==> config.mk <==
export PLATFORM = sky130hd
export DESIGN_NAME = multi_phase_light_fsm
export DESIGN_NICKNAME = d
export VERILOG_FILES = /design/src/rtl/traffic_pkg.sv /design/src/rtl/multi_phase_light_fsm_phase_sel.sv /design/src/rtl/multi_phase_light_fsm.sv
export SDC_FILE = /design/constraint.sdc
export NUM_CORES = 1
export LEC_CHECK = 0
export BUFFER_PORTS_ARGS = -buffer_cell sky130_fd_sc_hd__clkbuf_2
export CAP_MARGIN = 10
export CORE_MARGIN = 1
export CORE_UTILIZATION = 35
export DETAILED_ROUTE_END_ITERATION = 16
export SLEW_MARGIN = 40
export SYNTH_ARGS = -nofsm -noshare
export SYNTH_HDL_FRONTEND = slang
export SYNTH_SLANG_ARGS = --single-unit
==> constraint.sdc <==
create_clock -name clk -period 2.6 [get_ports clk]
set_input_delay 0.13 -clock clk [delete_from_list [all_inputs] [get_ports clk]]
set_output_delay 0.13 -clock clk [all_outputs]
set_load 0.005 [all_outputs]
==> src/rtl/traffic_pkg.sv <==
// Shared interval codes and controller state encoding for the traffic-light FSM.
package traffic_pkg;
  localparam int INT_BASE = 0;
  localparam int INT_EXT  = 1;
  localparam int INT_YEL  = 2;
  localparam int INT_WALK = 3;

  typedef enum logic [2:0] {
    INIT   = 3'd0,
    G_BASE = 3'd1,
    G_EXT  = 3'd2,
    YEL    = 3'd3,
    WALK   = 3'd4
  } state_t;
endpackage

==> src/rtl/multi_phase_light_fsm_phase_sel.sv <==
// Next-phase search: lowest q above cur with demand; falls back to phase 0 so main is never skipped.
module phase_sel #(
  parameter int N_PHASES = 3,
  parameter int PW       = (N_PHASES > 1) ? $clog2(N_PHASES) : 1
) (
  input  logic [N_PHASES-1:0] sensor_i,
  input  logic [PW-1:0]       cur_i,
  output logic [PW-1:0]       nxt_o
);
  always_comb begin
    nxt_o = '0;
    // Walk downward so the lowest qualifying phase is the last assignment.
    for (int q = N_PHASES - 1; q >= 1; q--) begin
      if ((q > int'(cur_i)) && sensor_i[q]) nxt_o = PW'(q);
    end
  end
endmodule

==> src/rtl/multi_phase_light_fsm.sv <==
// N-phase traffic controller: green/extend/yellow per phase, demand-driven skipping, optional walk.
module multi_phase_light_fsm
  import traffic_pkg::*;
#(
  parameter int N_PHASES = 3,
  parameter int INTW     = 3,
  parameter bit WALK_EN  = 1'b1,
  localparam int PW      = (N_PHASES > 1) ? $clog2(N_PHASES) : 1
) (
  input  logic                clk,
  input  logic                Reset,
  input  logic                Prog_Sync,
  input  logic [N_PHASES-1:0] Sensor_Sync,
  input  logic                WR,
  output logic                WR_Reset,
  input  logic                expired,
  output logic                start_timer,
  output logic [INTW-1:0]     interval,
  output logic [N_PHASES-1:0] green,
  output logic [N_PHASES-1:0] yellow,
  output logic [N_PHASES-1:0] red,
  output logic                walk,
  output logic [PW-1:0]       cur_phase
);
  state_t              state_q, state_d;
  logic [PW-1:0]       phase_d;
  logic                ext_used_q, ext_used_d;
  logic                entry;
  logic [PW-1:0]       nxt_phase;
  logic [N_PHASES-1:0] others;
  logic                demand;
  logic                exp_ok;

  logic [N_PHASES-1:0] green_d, yellow_d;
  logic                walk_d;
  logic [INTW-1:0]     interval_d;

  phase_sel #(.N_PHASES(N_PHASES), .PW(PW)) u_sel (
    .sensor_i (Sensor_Sync),
    .cur_i    (cur_phase),
    .nxt_o    (nxt_phase)
  );

  always_comb begin
    others            = Sensor_Sync;
    others[cur_phase] = 1'b0;
    demand            = (|others) || (WR && WALK_EN);
    // A pulse landing on the reload cycle belongs to the previous interval.
    exp_ok            = expired && !start_timer;
  end

  always_comb begin
    state_d    = state_q;
    phase_d    = cur_phase;
    ext_used_d = ext_used_q;
    entry      = 1'b0;
    if (Reset || Prog_Sync) begin
      state_d    = INIT;
      phase_d    = '0;
      ext_used_d = 1'b0;
    end else begin
      unique case (state_q)
        INIT: begin
          state_d = G_BASE;
          phase_d = '0;
          entry   = 1'b1;
        end
        G_BASE: if (exp_ok) begin
          entry = 1'b1;
          if (Sensor_Sync[cur_phase] && !ext_used_q) begin
            state_d    = G_EXT;
            ext_used_d = 1'b1;
          end else if (demand || (cur_phase != '0)) begin
            state_d = YEL;
          end else begin
            state_d = G_BASE;
          end
        end
        G_EXT: if (exp_ok) begin
          entry   = 1'b1;
          state_d = YEL;
        end
        YEL: if (exp_ok) begin
          entry      = 1'b1;
          ext_used_d = 1'b0;
          phase_d    = nxt_phase;
          state_d    = ((nxt_phase == '0) && WR && WALK_EN) ? WALK : G_BASE;
        end
        WALK: if (exp_ok) begin
          entry   = 1'b1;
          state_d = G_BASE;
          phase_d = '0;
        end
        default: begin
          state_d = INIT;
          phase_d = '0;
        end
      endcase
    end
  end

  // Lamp and interval decode from the next state so the outputs can be registered.
  always_comb begin
    green_d    = '0;
    yellow_d   = '0;
    walk_d     = 1'b0;
    interval_d = INTW'(INT_BASE);
    unique case (state_d)
      G_BASE:  begin green_d[phase_d]  = 1'b1; interval_d = INTW'(INT_BASE); end
      G_EXT:   begin green_d[phase_d]  = 1'b1; interval_d = INTW'(INT_EXT);  end
      YEL:     begin yellow_d[phase_d] = 1'b1; interval_d = INTW'(INT_YEL);  end
      WALK:    begin walk_d = 1'b1;            interval_d = INTW'(INT_WALK); end
      default: ;
    endcase
  end

  always_ff @(posedge clk) begin
    if (Reset) begin
      state_q     <= INIT;
      ext_used_q  <= 1'b0;
      cur_phase   <= '0;
      green       <= '0;
      yellow      <= '0;
      red         <= '1;
      walk        <= 1'b0;
      interval    <= INTW'(INT_BASE);
      start_timer <= 1'b0;
      WR_Reset    <= 1'b0;
    end else begin
      state_q     <= state_d;
      ext_used_q  <= ext_used_d;
      cur_phase   <= phase_d;
      green       <= green_d;
      yellow      <= yellow_d;
      red         <= ~(green_d | yellow_d);
      walk        <= walk_d;
      interval    <= interval_d;
      start_timer <= entry;
      WR_Reset    <= entry && (state_d == WALK);
    end
  end
endmodule
==> key figures <==
Status
  – Status: completed

Synthesis
  – Seq/Total Area, Yosys: 44.5%
  – Async set or reset register ratio after synthesis: 0%
  – Dominant synthesized flop cell: dfxtp_1
  – Count leader, synth: dfxtp_1
  – Mean Syn Cell Area: between 9 and 10 µm²
  – Xor/xnor share of the synthesized area: 0%
  – Post-synthesis simple-gate area fraction: about a third
  – Synthesized net count: 104
  – Yosys top cell by area: dfxtp_1
  – Ys Warns: 0
  – Post-synth EDFFs: 0
  – Mapped cell area: 900 µm²
  – Synth Instances: 96
  – Synth top cells by count: dfxtp_1, nand2_1, nor2_1
  – Top post-synthesis cells by area: dfxtp_1, nand2_1, nor2_1, a221oi_4, and3_1
  – Flop and latch count out of synthesis: 20
  – Mux contribution to synthesized area: under 10%
  – Compound-Gate Fraction of Synth Area: 17.9%
  – Number of distinct library cells after synthesis: 39
  – Adder-cell share of the synthesized area: 0%
  – Synth top area share: between 40 and 50%
  – Largest family of logic cells by synthesized area: simple AND/OR/NAND/NOR gates

Critical path
  – Setup crit end kind: flop
  – Reg-to-reg slack, setup: ~580 ps
  – Worst path required time: approximately 2900 ps
  – Crit Path Max Fanout: 9
  – Path depth of the worst reg2reg path: 5
  – FF-to-FF Start: state_q[1]
  – WP data arrival: ~2300 ps
  – R2R Path End: yellow[1]
  – Crit path launch type: flop
  – Worst Setup Path Type: reg -> reg

Global route
  – GRT met2 Usage: 23.6%
  – First-pass GRT wire length: ~2800 µm
  – GR Util met1: 17.1%
  – Met3 Use GR: 6.38%
  – All-Layer GR Usage: around 14%
  – GRT busiest layer: met2
  – Overflow after GRT: 0
  – Initial antenna violation count: 0
  – Largest net degree at the start of global routing: 13
  – Vias in the first global route: slightly above 600

Clock network
  – Worst-case clock buffer depth: 2
  – Worst-path clk slew: approximately 110 ps
  – H-tree depth: 1
  – Root buf cell: clkbuf_4
  – TritonCTS Sinks: 20
  – Clk_lat worst skew: around 310 ps
  – Hold buffer count at CTS: 0
  – Buffers inserted by post-CTS timing repair: 0
  – CTS-repair resized insts: 0
  – CTS tree: yes
  – Total CTS buffers: 3

Place
  – Pre-CTS WS: just over 600 ps
  – Port Buf Inserts: 23
  – Dpl hpwl: 1380 µm
  – Placed cell area: about 0.0010 mm²
  – RePlAce Congestion: roughly 0.94

Layout
  – Util after Layout: around 45%
  – Syn-to-layout area delta: 22.1%
  – Inserted Diodes: 0
  – NumNets Final: 130
  – Layout cell share with drive strength beyond 1: about a third
  – Final instance area: between 0.001 and 0.0015 mm²

Power
  – PD cells: approximately 570 mW/mm²
  – Max IR drop VDD: roughly 0.0005 V
  – Leakage power total: 0.544 nW

Detailed routing
  – Detail Route Antenna Nets: 0
  – Vias: between 700 and 800
  – DR iter-0 viols: 24
  – Post-Route WL: between 1500 and 2000 µm
  – Routed len/inst: 12.0 µm
  – Initial DRT Pass Iterations: 4
  – Total DRC errors in the routed layout: 0
  – Via/cell ratio: around 5.0

Die
  – Core area: between 0.002 and 0.0025 mm²
  – # rows: 18
  – Die Y: about 53 µm
  – Io pins: 25
  – Die X-Extent: 52.7 µm
  – Starting density of the core: between 30% and 40%
  – Die Area: 0.00278 mm²

Timing
  – Final cycle utilization of the critical path: roughly 78%
  – Final setup TNS: 0 ps
  – Final setup vio count: 0
  – Fmax: a little under 0.5 GHz
  – Max-slew violations: 0
  – Clk_skew: ~1.6 ps
  – Fin crit period: around 2000 ps
  – PnR worst setup slack: 581 ps
  – Hold violation count in the final report: 0
  – RSZ-0062 raised after global routing: false

Min path
  – Hold Path Cell Cnt: 2
  – Hold Crit Start: Reset
  – Hold Crit Class: in -> reg
  – WHS Endpoint: interval[0]

Flow run
  – Max-cap violations: 0
how the worst max path moves through the flow:
stage / end / start / cells past startpoint / slack, ps
after floorplan: yellow[1] / start_timer / 6 / 720
after global placement: yellow[1] / state_q[0] / 5 / 670
after detailed placement: yellow[1] / start_timer / 6 / 610
after CTS: yellow[1] / state_q[1] / 5 / 580
after global routing: yellow[1] / state_q[0] / 5 / 450
final: yellow[1] / state_q[1] / 5 / 580
power breakdown:
group	internal, mW	leakage [nW]	switching, mW
clock network	0.156	0.0279	0.0995
logic	0.0239	0.354	0.0295
registers	0.311	0.162	0.00521
cells by family (layout without fill, tap and decap cells):
kind of cell / after synthesis / count (layout)
and+or+nand+nor: 46 / 46
DFF: 20 / 20
buffers and inverters: 7 / 32
AOI/OAI and AO/OA: 21 / 21
muxes: 1 / 1
other: 1 / 1
sequential cells by signal, summed over array words and instances (netlist names):
register	flops
WR_Reset	1
cur_phase	2
ext_used_q	1
green	3
interval	2
red	3
start_timer	1
state_q	3
walk	1
yellow	3
per-layer routing:
metal | vias up | wire length [µm]
met4 | 0 | 14
met1 | 345 | 784
met5 | - | 0
met3 | 2 | 129
li1 | 388 | -
met2 | 24 | 877
worst max-delay path: stages, from the launching register on:
cell	delay (ps)
dfxtp_1	540
nand4b_4	160
or4b_4	530
a221oi_4	320
and4b_1	250
and3_1	170
through the flow:
stage | instances | total power, mW | hold WS [ps]
6_report | 151 | 0.625 | 45.4
5_1_grt | 151 | 0.649 | 48.3
4_1_cts | 151 | 0.635 | 34.4
3_5_place_dp | 147 | 0.377 | 382
3_3_place_gp | 147 | 0.378 | 381
2_1_floorplan | 96 | 0.359 | 208
area by class of cell:
class	count	area [µm²]
Clock buffer	3	22.5
Clock inverter	1	30.0
Fill cell	250	1360
Inverter	3	11.3
Multi-Input combinational cell	69	467
Sequential cell	20	400
Tap cell	30	37.5
Timing Repair Buffer	25	130
placed cells by master (no fill, tap or decap), types with 4 or more instances in the layout:
| cell type | Yosys | routed |
|---|---|---|
| dfxtp_1 | 20 | 20 |
| a21oi_1 | 4 | 4 |
| nor2_1 | 8 | 8 |
| nand2b_1 | 4 | 4 |
| nand2_1 | 9 | 9 |
| nor2b_1 | 4 | 4 |
| clkbuf_2 | 0 | 23 |
| and3_1 | 4 | 4 |
(Power assumes the default switching activity.)
